[src/rtl/mips32_fetch_queue_if.sv]
// Fetch-queue bus bundle: instruction-memory req/ack channel plus the
// valid/ready channel that hands {IR, NPC} pairs to the ID stage.
// master = fetch queue side, slave = memory/ID side.
interface mips32_fetch_queue_if #(
  parameter int ADDR_W = 10
);

  logic              imem_req;
  logic [ADDR_W-1:0] imem_addr;
  logic              imem_ack;
  logic [31:0]       imem_rdata;

  logic              id_valid;
  logic              id_ready;
  logic [31:0]       id_ir;
  logic [ADDR_W-1:0] id_npc;

  modport master (
    output imem_req,
    output imem_addr,
    input  imem_ack,
    input  imem_rdata,
    output id_valid,
    input  id_ready,
    output id_ir,
    output id_npc
  );

  modport slave (
    input  imem_req,
    input  imem_addr,
    output imem_ack,
    output imem_rdata,
    input  id_valid,
    output id_ready,
    input  id_ir,
    input  id_npc
  );

endinterface

[src/rtl/mips32_fetch_queue.sv]
// MIPS32 instruction-fetch front end. Fetches words over a req/ack handshake,
// buffers {IR, NPC} pairs in a DEPTH-entry FIFO and presents the head to ID.
// A taken-branch redirect flushes the FIFO and restarts fetch at the target;
// a request already in flight at that moment is allowed to finish and its
// data is thrown away.
// Optional feature: define FQ_HLT_STOP_EN to stop fetching after a HLT word
// (opcode 6'b111111) has been queued, until the next redirect or reset.
module mips32_fetch_queue #(
  parameter int DEPTH  = 4,
  parameter int ADDR_W = 10
) (
  input  logic                     clk1,
  input  logic                     rst_n,
  mips32_fetch_queue_if.master     bus,
  input  logic                     redirect_valid_i,
  input  logic [ADDR_W-1:0]        redirect_pc_i,
  input  logic                     halted_i,
  output logic [$clog2(DEPTH):0]   fill_count_o
);

  localparam int PTR_W = $clog2(DEPTH);
  localparam int CNT_W = PTR_W + 1;
  localparam logic [CNT_W-1:0] DEPTH_C = CNT_W'(DEPTH);

  typedef enum logic [1:0] {
    IDLE = 2'd0,
    WAIT = 2'd1,
    DROP = 2'd2
  } state_t;

  state_t            state_q, state_d;
  logic [ADDR_W-1:0] pc_q, pc_d;
  logic [ADDR_W-1:0] addr_q, addr_d;
  logic              req_q, req_d;
  logic              stop_q, stop_d;
  logic [PTR_W-1:0]  wr_ptr_q, wr_ptr_d;
  logic [PTR_W-1:0]  rd_ptr_q, rd_ptr_d;
  logic [CNT_W-1:0]  count_q, count_d;

  logic [31:0]       ir_mem_q  [DEPTH];
  logic [ADDR_W-1:0] npc_mem_q [DEPTH];

  logic              push;
  logic              flush;
  logic              pop_en;
  logic              is_hlt;
  logic [ADDR_W-1:0] pc_inc;

  assign pc_inc = pc_q + 1'b1;
  assign pop_en = (count_q != '0) && bus.id_ready && !redirect_valid_i;

`ifdef FQ_HLT_STOP_EN
  assign is_hlt = (bus.imem_rdata[31:26] == 6'b111111);
`else
  assign is_hlt = 1'b0;
`endif

  // Fetch FSM: issue one request at a time, retire it on ack, and squash it on redirect.
  always_comb begin
    state_d = state_q;
    pc_d    = pc_q;
    addr_d  = addr_q;
    req_d   = req_q;
    stop_d  = stop_q;
    push    = 1'b0;
    flush   = 1'b0;

    case (state_q)
      IDLE: begin
        if (redirect_valid_i) begin
          pc_d  = redirect_pc_i;
          flush = 1'b1;
        end else if (!halted_i && (count_q < DEPTH_C) && !stop_q) begin
          req_d   = 1'b1;
          addr_d  = pc_q;
          state_d = WAIT;
        end
      end

      WAIT: begin
        if (redirect_valid_i) begin
          pc_d  = redirect_pc_i;
          flush = 1'b1;
          if (bus.imem_ack) begin
            req_d   = 1'b0;
            state_d = IDLE;
          end else begin
            state_d = DROP;
          end
        end else if (bus.imem_ack) begin
          push    = 1'b1;
          pc_d    = pc_inc;
          req_d   = 1'b0;
          state_d = IDLE;
          if (is_hlt) begin
            stop_d = 1'b1;
          end
        end
      end

      DROP: begin
        if (redirect_valid_i) begin
          pc_d  = redirect_pc_i;
          flush = 1'b1;
        end
        if (bus.imem_ack) begin
          req_d   = 1'b0;
          state_d = IDLE;
        end
      end

      default: begin
        req_d   = 1'b0;
        state_d = IDLE;
      end
    endcase

    if (redirect_valid_i) begin
      stop_d = 1'b0;
    end
  end

  // FIFO bookkeeping: flush wins, otherwise push/pop move the pointers and count.
  always_comb begin
    wr_ptr_d = wr_ptr_q;
    rd_ptr_d = rd_ptr_q;
    count_d  = count_q;

    if (flush) begin
      wr_ptr_d = '0;
      rd_ptr_d = '0;
      count_d  = '0;
    end else begin
      if (push) begin
        wr_ptr_d = wr_ptr_q + 1'b1;
      end
      if (pop_en) begin
        rd_ptr_d = rd_ptr_q + 1'b1;
      end
      case ({push, pop_en})
        2'b10:   count_d = count_q + 1'b1;
        2'b01:   count_d = count_q - 1'b1;
        default: count_d = count_q;
      endcase
    end
  end

  // Control and pointer state registers.
  always_ff @(posedge clk1 or negedge rst_n) begin
    if (!rst_n) begin
      state_q  <= IDLE;
      pc_q     <= '0;
      addr_q   <= '0;
      req_q    <= 1'b0;
      stop_q   <= 1'b0;
      wr_ptr_q <= '0;
      rd_ptr_q <= '0;
      count_q  <= '0;
    end else begin
      state_q  <= state_d;
      pc_q     <= pc_d;
      addr_q   <= addr_d;
      req_q    <= req_d;
      stop_q   <= stop_d;
      wr_ptr_q <= wr_ptr_d;
      rd_ptr_q <= rd_ptr_d;
      count_q  <= count_d;
    end
  end

  // FIFO storage; cleared on reset so the presented head reads as zero.
  always_ff @(posedge clk1 or negedge rst_n) begin
    if (!rst_n) begin
      for (int i = 0; i < DEPTH; i++) begin
        ir_mem_q[i]  <= '0;
        npc_mem_q[i] <= '0;
      end
    end else if (push) begin
      ir_mem_q[wr_ptr_q]  <= bus.imem_rdata;
      npc_mem_q[wr_ptr_q] <= pc_inc;
    end
  end

  assign bus.imem_req  = req_q;
  assign bus.imem_addr = addr_q;
  assign bus.id_valid  = (count_q != '0);
  assign bus.id_ir     = ir_mem_q[rd_ptr_q];
  assign bus.id_npc    = npc_mem_q[rd_ptr_q];
  assign fill_count_o  = count_q;

endmodule

[src/flat_wrapper.sv]
// flat-port wrapper written by rule: the top's interface ports become plain ports
module mips32_fetch_queue_flat 
#(
  parameter int DEPTH  = 4,
  parameter int ADDR_W = 10
)
  (clk1, rst_n, redirect_valid_i, redirect_pc_i, halted_i, fill_count_o, bus_imem_req, bus_imem_addr, bus_imem_ack, bus_imem_rdata, bus_id_valid, bus_id_ready, bus_id_ir, bus_id_npc);
  mips32_fetch_queue_if #(.ADDR_W(ADDR_W)) bus_i ();
  input  logic clk1;
  input  logic rst_n;
  input  logic redirect_valid_i;
  input  logic [ADDR_W-1:0] redirect_pc_i;
  input  logic halted_i;
  output logic [$clog2(DEPTH):0] fill_count_o;
  output wire logic [$bits(bus_i.imem_req)-1:0] bus_imem_req;
  output wire logic [$bits(bus_i.imem_addr)-1:0] bus_imem_addr;
  input wire logic [$bits(bus_i.imem_ack)-1:0] bus_imem_ack;
  input wire logic [$bits(bus_i.imem_rdata)-1:0] bus_imem_rdata;
  output wire logic [$bits(bus_i.id_valid)-1:0] bus_id_valid;
  input wire logic [$bits(bus_i.id_ready)-1:0] bus_id_ready;
  output wire logic [$bits(bus_i.id_ir)-1:0] bus_id_ir;
  output wire logic [$bits(bus_i.id_npc)-1:0] bus_id_npc;
  assign bus_imem_req = bus_i.imem_req;
  assign bus_imem_addr = bus_i.imem_addr;
  assign bus_i.imem_ack = bus_imem_ack;
  assign bus_i.imem_rdata = bus_imem_rdata;
  assign bus_id_valid = bus_i.id_valid;
  assign bus_i.id_ready = bus_id_ready;
  assign bus_id_ir = bus_i.id_ir;
  assign bus_id_npc = bus_i.id_npc;
  mips32_fetch_queue #(.DEPTH(DEPTH), .ADDR_W(ADDR_W)) u_core (.clk1(clk1), .rst_n(rst_n), .bus(bus_i), .redirect_valid_i(redirect_valid_i), .redirect_pc_i(redirect_pc_i), .halted_i(halted_i), .fill_count_o(fill_count_o));
endmodule
[config.mk]
export PLATFORM = sky130hd
export DESIGN_NAME = mips32_fetch_queue_flat
export DESIGN_NICKNAME = d
export VERILOG_FILES = /design/src/rtl/mips32_fetch_queue_if.sv /design/src/rtl/mips32_fetch_queue.sv /design/src/flat_wrapper.sv
export SDC_FILE = /design/constraint.sdc
export NUM_CORES = 1
export LEC_CHECK = 0
export ABC_AREA = 1
export BUFFER_PORTS_ARGS = -buffer_cell sky130_fd_sc_hd__buf_2
export CORE_UTILIZATION = 30
export DETAILED_ROUTE_END_ITERATION = 8
export PLACE_DENSITY_LB_ADDON = 0.2
export RECOVER_POWER = 100
export SLEW_MARGIN = 20
export SYNTH_ARGS = -nofsm -noshare
export SYNTH_HDL_FRONTEND = slang
export SYNTH_SLANG_ARGS = --single-unit
[constraint.sdc]
create_clock -name clk1 -period 5.2 [get_ports clk1]
set_input_delay 0.52 -clock clk1 [delete_from_list [all_inputs] [get_ports clk1]]
set_output_delay 0.52 -clock clk1 [all_outputs]
set_load 0.05 [all_outputs]
After elaboration in Yosys (flattened, before gate mapping)
Index checks and enable logic that the tools add are counted.
{"block": "totals", "regBits": 198, "inputBits": 48, "output_inout_bits": 57, "elab_cells": 92}
{"block": "classes", "n_addsub": 5, "magnitude_cmp": 4, "n_eq_ne": 9, "muxes": 37, "bitwise_logic": 3, "reduce_logical": 19}
{"operator": "bitwise mux 128 bit", "n": 1}
{"operator": "two-way mux 32 bit", "n": 3}
{"operator": "binary-select mux 32 bit (select 2 bit)", "n": 1}
{"operator": "demux 32 bit (select 2 bit)", "n": 1}
{"operator": "two-way mux 10 bit", "n": 6}
{"operator": "bitwise mux 40 bit", "n": 1}
{"operator": "binary-select mux 10 bit (select 2 bit)", "n": 1}
{"operator": "demux 10 bit (select 2 bit)", "n": 1}
{"operator": "one-hot mux 10 bit (2 select lines)", "n": 1}
{"operator": "two-way mux 2 bit", "n": 9}
{"operator": "adder 10 x 1 -> 10 bit, second input constant", "n": 1}
{"operator": "AND reduction 3 bit", "n": 3}
{"operator": "two-way mux 1 bit", "n": 8}
{"operator": ">= comparator 3 bit, second input constant", "n": 2}
{"operator": "!= test 2 x 1 -> 1 bit, second input constant", "n": 3}
{"operator": "NOT 2 -> 3 bit", "n": 2}
{"operator": "one-hot mux 2 bit (3 select lines)", "n": 1}
{"operator": "one-hot mux 3 bit (2 select lines)", "n": 1}
{"operator": "nonzero test 2 bit", "n": 3}
{"operator": "nonzero test 3 bit", "n": 2}
{"operator": "adder 2 x 1 -> 2 bit, second input constant", "n": 2}
{"operator": "equality test 2 x 1 -> 1 bit, second input constant", "n": 2}
{"operator": "equality test 2 bit, second input constant", "n": 2}
{"operator": "logical AND 1 bit", "n": 4}
{"operator": "other kinds (14)", "n": 16}

Longest topological paths before layout
Gate-level depths: netlist (run 1).
{"block": "logic_depth", "ltp_word": 6, "mapped_depth": 12, "ltp_nobuf": 12}

Least setup slack after synthesis (run 1)
No wires, ideal clock.
{"block": "synth_path", "path_type": "register to register", "start": "register u_core.count_q[0] (netlist: u_core.fill_count_o[0])", "end": "register u_core.count_q[2] (netlist: u_core.fill_count_o[2])", "setup_ns": 0.126, "t_arrival_ns": 2.475, "required_ns": 5.074, "path_slack_ns": 2.598, "stages_incl_launch_ff": 12, "n_path_buf": 0, "synth_period_minus_slack_ns": 2.602, "cell_sequence": "dfrtp_1 inv_1 nand3_1 nand2_1 nor2_1 ha_1 inv_1 fa_1 a21oi_1 o21ai_0 o21ai_0 a21oi_1"}
{"block": "synth_via", "elab_chain_cells": 6, "elab_cells_between_ends": 10, "cone_classes": "2 x add/sub; 2 x eq/ne; 2 x mux; 4 x reduce/logical"}
{"element": "from (decl)", "line": "mips32_fetch_queue.sv:38", "rtl": "logic [CNT_W-1:0] count_q, count_d;"}
{"element": "from (signal assigned)", "line": "mips32_fetch_queue.sv:167", "rtl": "count_q <= count_d;"}
{"element": "nonzero test 3 bit (*)"}
{"element": "via bus_id_valid", "line": "flat_wrapper.sv:19", "rtl": "output wire logic [$bits(bus_i.id_valid)-1:0] bus_id_valid;"}
{"element": "logical AND 1 bit (*) (2 in series)", "line": "mips32_fetch_queue.sv:50", "rtl": "assign pop_en = (count_q != '0) && bus.id_ready && !redirect_valid_i;"}
{"element": "equality test 2 x 1 -> 1 bit or equality test 2 bit (tied branches)", "line": "mips32_fetch_queue.sv:140", "rtl": "case ({push, pop_en})"}
{"element": "one-hot mux 3 bit (2 select lines)", "line": "mips32_fetch_queue.sv:140"}
{"element": "two-way mux 3 bit", "line": "mips32_fetch_queue.sv:129", "rtl": "if (flush) begin"}
Mark *: on every way through the listed nets, which the timed path passes. The rest lies on a longest branch.
A chain may end at the register's enable or synchronous reset.

Worst setup path in the final report (run 1)
{"block": "layout_path", "start": "register u_core.rd_ptr_q[0]", "end": "output port bus_id_ir[31]"}
{"block": "layout_via", "elab_chain_cells": 4}
{"element": "from (decl)", "line": "mips32_fetch_queue.sv:37", "rtl": "logic [PTR_W-1:0] rd_ptr_q, rd_ptr_d;"}
{"element": "from (signal assigned)", "line": "mips32_fetch_queue.sv:166", "rtl": "rd_ptr_q <= rd_ptr_d;"}
{"element": "NOT 2 -> 3 bit (not written as such)", "line": "mips32_fetch_queue.sv:187", "rtl": "assign bus.id_ir = ir_mem_q[rd_ptr_q];"}
{"element": "binary-select mux 32 bit (select 2 bit)", "line": "mips32_fetch_queue.sv:187"}
{"element": "two-way mux 32 bit (not written as such) (2 in series)", "line": "mips32_fetch_queue.sv:187"}
{"element": "to (decl)", "line": "flat_wrapper.sv:21", "rtl": "output wire logic [$bits(bus_i.id_ir)-1:0] bus_id_ir;"}
No other way between the ends. The select of a mux whose other input is x is not followed.

==> results.cfg, run 1 <==
[floorplanning]
start_util_pct = 30.7
core-area_um2 = 29900
dieArea_um2 = 31300
row_count = 63
ios = 105
die_height_um = 177
die_w_um = 177

[routing]
antenna_left = 0
first_pass_iters = 5
drc_errors = 0
route.vias.total = 7560
routed_via_density = 4.67
drt_wl_total_um = 25600
wl_per_cell_um = 15.8
drtIter0Drc = 535

[synth]
yosysTopAreaCellShare_pct = 54.0
netlist_top_cells_area = dfrtp_1 54%, nand2_1 21%, o21ai_0 7.7%, nor2_1 4.4%, o22ai_1 3.0%
ys_seq_area_share_pct = 54.0
yosys_warnings = 0
syn_area_per_cell_um2 = 7.98
synthesis.nets = 1209
synth_top_area_cell = dfrtp_1
synth_cells = 1150
netlist_area_um2 = 9180
synth_cell_type_count = 26
synth_seq_cells = 198

[power_and_ir_drop]
ir_worst_vdd_uv = 239
cellPowerDensity_nw_per_um2 = 550
p_leak_nw = 5.47
total_power_w = 0.00567

[critical_path]
startpoint_type = register
critPathMaxFanout = 48
path_class = reg -> out
arrival_ns = 3.39
critPathRequiredTime_ns = 4.68
critical-path-max-stage-delay_ns = 1.07
crit_path_end_kind = output port
slowest_stage = inv_1
path_cells = inv_1 -> buf_4 -> o21ai_0 -> o22ai_1 -> clkbuf_1

[sta]
setup_viol = 0
skew_ns = 0.0113
timing.fmax_ghz = 0.256
hold_violations = 0
finalCriticalPeriod_ns = 3.91
rsz0062_at_grt = false
layout_setup_ws_ns = 1.29
period_share_pct = 75.2
fin_tns_setup_ns = 0
tightest_slew_ns = 2.85
slew_headroom_pct = -89.7
slew_viol_final = 169

[final_layout]
nFillCells = 3177
antenna_cells = 0
area_growth_syn_to_layout_pct = 12.3
stdcell_count = 1619
nets = 1275
final_cell_mix = 520 x nand2_1, 196 x dfrtp_1, 143 x o21ai_0
mostFrequentLayoutCell = nand2_1
drive_gt1_share_pct = 8.30
final_core_util_pct = 34.5

[global_route]
grt_overflow = 0
first_global_vias = 7425
grt_usage_pct = 17.0
grt_pass1_wl_um = 40900
grt_max_degree = 102
antenna_found_initial = 2

[cts]
clockBufferDepth = 2
ctsResizeCount = 0
cts_buffers = 17
clock_sinks = 198
root_buffer = clkbuf_16
post_cts_buffers = 0
htreeDepth = 4
clkTransAtPathRegs_ns = 0.09
cts_hold_buf = 0
cts_tree = built
insertion_delay_ns = 0.44

[placement]
dp_slack_ns = 2.47
dp_hpwl_um = 14600
dp.cells = 1587
port_buffers = 104
globalplace.congestion = 0.755

[job]
maxCapViolations = 3

[outcome]
violations = capacitance limit, slew limit
status = complete, but fails checks

[hold_path]
hold_class = in -> reg
[routing by layer]
layer	wire length, µm	vias to the layer above	part of all wire, %	global-route usage [%]
li1	-	3764	-	-
met1	12600	3620	49	23.0
met2	11700	152	46	27.3
met3	1010	20	3.9	3.33
met4	289	4	1.1	4.78
met5	29	-	0.11	0
[through the flow]
stage / cell area, µm² / hold WS, ns
after global placement: 9850 / 0.456
after floorplan: 9180 / 0.224
final: 10300 / 0.317
after global routing: 10300 / 0.304
after detailed placement: 9850 / 0.457
after CTS: 10400 / 0.227
[report_power, final]
part | internal [W] | switching, W | total (W)
registers | 0.00195 | 0.000238 | 0.00219
logic | 0.000492 | 0.00169 | 0.00218
clock network | 0.000635 | 0.000661 | 0.00130
total | 0.00308 | 0.00259 | 0.00567
[sequential cells by signal (all words and copies together), names as in the netlist]
name	flops
u_core.bus.imem_addr	10
u_core.bus.imem_req	1
u_core.fill_count_o	3
u_core.ir_mem_q	128
u_core.npc_mem_q	40
u_core.pc_q	10
u_core.rd_ptr_q	2
u_core.state_q	2
u_core.wr_ptr_q	2
[Yosys cell counts]
library cell / count
buf_2: 14
nor2_4: 1
inv_4: 5
nand2_2: 1
nor3_1: 1
o21ai_1: 2
clkbuf_1: 24
o22ai_1: 44
o211ai_1: 1
nor3_4: 1
inv_1: 31
buf_4: 13
fa_1: 1
nand2_1: 519
ha_1: 10
dfrtp_1: 198
buf_6: 12
nand3_1: 11
xnor2_1: 1
nor2_1: 107
o21ai_0: 141
xor2_1: 2
nor2_2: 1
a21oi_1: 2
inv_2: 3
nand2_4: 4
[path summary, 6_finish.rpt]
check                      slack (ns)                start                   end  cells after the start
max                              1.29   u_core.rd_ptr_q[0]         bus_id_ir[31]                      5
min                              0.32   bus_imem_rdata[19]  u_core.ir_mem_q[115]                      3
max reg2reg                      2.28    u_core.state_q[0]        u_core.pc_q[1]                      6
min reg2reg                      0.47  u_core.ir_mem_q[87]   u_core.ir_mem_q[87]                      2
max in group asynchronous        1.68                rst_n        u_core.pc_q[6]                      2
min in group asynchronous        0.93                rst_n   u_core.ir_mem_q[72]                      1
[cell families (layout without fill, tap and decap cells)]
| family | after synthesis | count (layout) | synth area share, % |
|---|---|---|---|
| AND/OR/NAND/NOR | 646 | 646 | 27.2 |
| flip-flops | 198 | 198 | 54.0 |
| AO/OA/AOI/OAI | 190 | 190 | 11.0 |
| buffers and inverters | 102 | 181 | 6.01 |
| adder cells (fa/ha/maj) | 11 | 11 | 1.58 |
| XOR/XNOR | 3 | 3 | 0.286 |
[area by class of cell]
cell class	instances	area (µm²)	area share (%)
well taps	390	488	4.73
clock inverters	15	135	1.31
repair buffers	110	489	4.74
clock buffers	17	425	4.13
multi-input cells	850	3660	35.5
flip-flops and latches	198	4960	48.1
inverters	39	158	1.53
[worst max-delay path: cells and delay by family, from the launching register on]
family                 cells  cell delay [ns]
buffers and inverters      3             2.13
flip-flops                 1             0.40
AO/OA/AOI/OAI              2             0.41
(Power assumes the default switching activity.)
==> inputs of run 2 (changes only) <==
- ABC_AREA: 1 -> 0
- clock period: 5.2 -> 3.8 ns (I/O delays scaled with it)
==> results.cfg, run 2 <==
[outcome]
status = complete, but fails checks
violations = capacitance limit, slew limit

[synth]
async_flop_share_pct = 100
ys_seq_area_share_pct = 55.3
synth_cell_type_count = 43
synth_seq_cells = 198
synth_cells = 623
netlist_area_um2 = 8960
synth_top_area_cell = dfrtp_1
netlist_top_cells_area = dfrtp_1 55%, mux2_2 18%, mux4_2 11%, o21ai_0 2.5%, nand2_1 1.9%
synth_ff_type = dfrtp_1
yosysTopAreaCellShare_pct = 55.3
synth-edff-count = 0
synthesis.nets = 682
synth_top_cells_by_count = 198 x dfrtp_1, 143 x mux2_2, 46 x nand2_1, 44 x o21ai_0, 42 x mux4_2
post-synth-top-count-cell = dfrtp_1
yosys_warnings = 0
syn_area_per_cell_um2 = 14.4

[routing]
wl_met2_um = 9470
routed_via_density = 4.82
highest_layer = met5
antenna_left = 0
met1_length_um = 9740
first_pass_iters = 4
wl_per_cell_um = 18.0
drtIter0Drc = 220
wl_met3_um = 568
drc_errors = 0
drt_wl_total_um = 20100
route.vias.total = 5369

[sta]
fin_tns_setup_ns = 0
hold_ws_ns = 0.0230
hold_violations = 0
tightest_slew_ns = 1.77
setup_viol = 0
finalCriticalPeriod_ns = 3.09
rsz0062_at_grt = false
period_share_pct = 81.3
timing.fmax_ghz = 0.324
slew_headroom_pct = -18.0
slew_viol_final = 73
skew_ns = 0.0138

[critical_path]
path_cells = inv_1 -> ha_1 -> and3b_1 -> nand2_1 -> clkbuf_1 -> o21ai_0
slowest_stage = nand2_1
critical_path.top_delay_family = simple AND/OR/NAND/NOR gates
arrival_ns = 3.36
critPathMaxFanout = 27
critPathRequiredTime_ns = 4.07
critPathBufInv = 2
crit_path_end_kind = register
path_class = reg -> reg
critical-path-max-stage-delay_ns = 1.02
reg2reg_depth = 6
cp_num_cells = 6
startpoint_type = register

[final_layout]
area_growth_syn_to_layout_pct = 14.9
top_regs = u_core.ir_mem_q: 128 flops, u_core.npc_mem_q: 40 flops
top_register = u_core.ir_mem_q
antenna_cells = 0
mostFrequentLayoutCell = dfrtp_1
largest_reg_flops = 128
drive_gt1_share_pct = 38.0
nFillCells = 2885
final_cell_mix = 196 x dfrtp_1, 143 x mux2_2, 62 x clkbuf_1
nets = 775

[cts]
insertion_delay_ns = 0.43
clock_sinks = 198
ctsResizeCount = 0
root_buffer = clkbuf_16
cts_hold_buf = 0
cts_buffers = 17
cts_tree = built
clockBufferDepth = 2
clkTransAtPathRegs_ns = 0.08
htreeDepth = 4
post_cts_buffers = 0

[global_route]
grt_usage_pct = 13.8
grt_pass1_wl_um = 32600
antenna_found_initial = 1
grt_max_degree = 128
first_global_vias = 5866
grt_overflow = 0

[power_and_ir_drop]
p_leak_nw = 4.65
cellPowerDensity_nw_per_um2 = 760
ir_worst_vdd_uv = 331

[floorplanning]
core-area_um2 = 29000
row_count = 62
die_w_um = 175
die_height_um = 175
ios = 105
dieArea_um2 = 30600
start_util_pct = 30.9

[placement]
port_buffers = 104
globalplace.congestion = 0.722
dp_hpwl_um = 13200

[job]
maxCapViolations = 1

[hold_path]
hold_class = in -> async
-- run 2: cell count changes after synthesis, sizes merged, moves of 6 or more --
cell	delta
a21oi	+6
clkbuf	-20
inv	-30
mux2	+143
mux4	+42
nand2	-474
nand3	-6
nor2	-96
o21ai	-99
o22ai	-41
-- run 2: cells by family after synthesis --
family,count (synthesis),share of synthesized area (%)
XOR/XNOR,12,1.17
adder cells (fa/ha/maj),11,1.62
flip-flops,198,55.3
AND/OR/NAND/NOR,94,4.93
multiplexers,188,28.9
AO/OA/AOI/OAI,71,4.54
buffers and inverters,49,3.57
-- run 2: worst reg2reg max path: cells and delay by family (launching register included) --
kind,cells,cell delay [ns]
and+or+nand+nor,2,1.34
DFF,1,0.40
buffers and inverters,2,0.76
adders and majority gates,1,0.22
AOI/OAI and AO/OA,1,0.20
-- run 2: worst paths after layout --
path	startpoint	end	slack [ns]
setup / recovery	u_core.state_q[1]	u_core.npc_mem_q[3]	0.71
hold / removal	rst_n	u_core.ir_mem_q[100]	0.02
setup reg to reg	u_core.state_q[1]	u_core.npc_mem_q[3]	0.71
hold reg to reg	u_core.npc_mem_q[15]	u_core.npc_mem_q[15]	0.48
max in group asynchronous	rst_n	u_core.ir_mem_q[56]	1.48
min in group clk1	bus_imem_rdata[19]	u_core.ir_mem_q[19]	0.22
-- run 2: final cells by class --
cell class	count	area (µm²)	area share [%]
Sequential cell	198	4960	48.2
Multi-Input combinational cell	376	3690	35.8
Timing Repair Buffer	114	510	4.96
Tap cell	384	480	4.67
Clock buffer	17	425	4.13
Clock inverter	15	195	1.90
Inverter	9	33.8	0.328
-- run 2: power by group --
| group | total [W] | internal (W) | switching, W |
|---|---|---|---|
| clock network | 0.00188 | 0.000960 | 0.000918 |
| logic | 0.00290 | 0.000980 | 0.00192 |
| registers | 0.00305 | 0.00265 | 0.000393 |
| total | 0.00782 | 0.00459 | 0.00323 |
-- run 2: metal layers --
metal  global-route usage [%]  up-vias
met1                     19.4     2803
met4                     4.02        2
met2                     21.8       96
li1                         -     2448
met3                     2.48       20
met5                        0        -
-- run 2: per-stage QoR --
stage                     utilization, %  setup WS (ns)  total power (W)  instances  cell area (µm²)
final                               35.5          0.710          0.00782       1113            10300
after global routing                35.5          0.445          0.00825       1113            10300
after CTS                           35.8          0.933          0.00802       1113            10400
after detailed placement            33.7           1.27          0.00612       1081             9780
after global placement              33.7           1.35          0.00603       1081             9780
after floorplan                        -           1.15          0.00536        623             8960
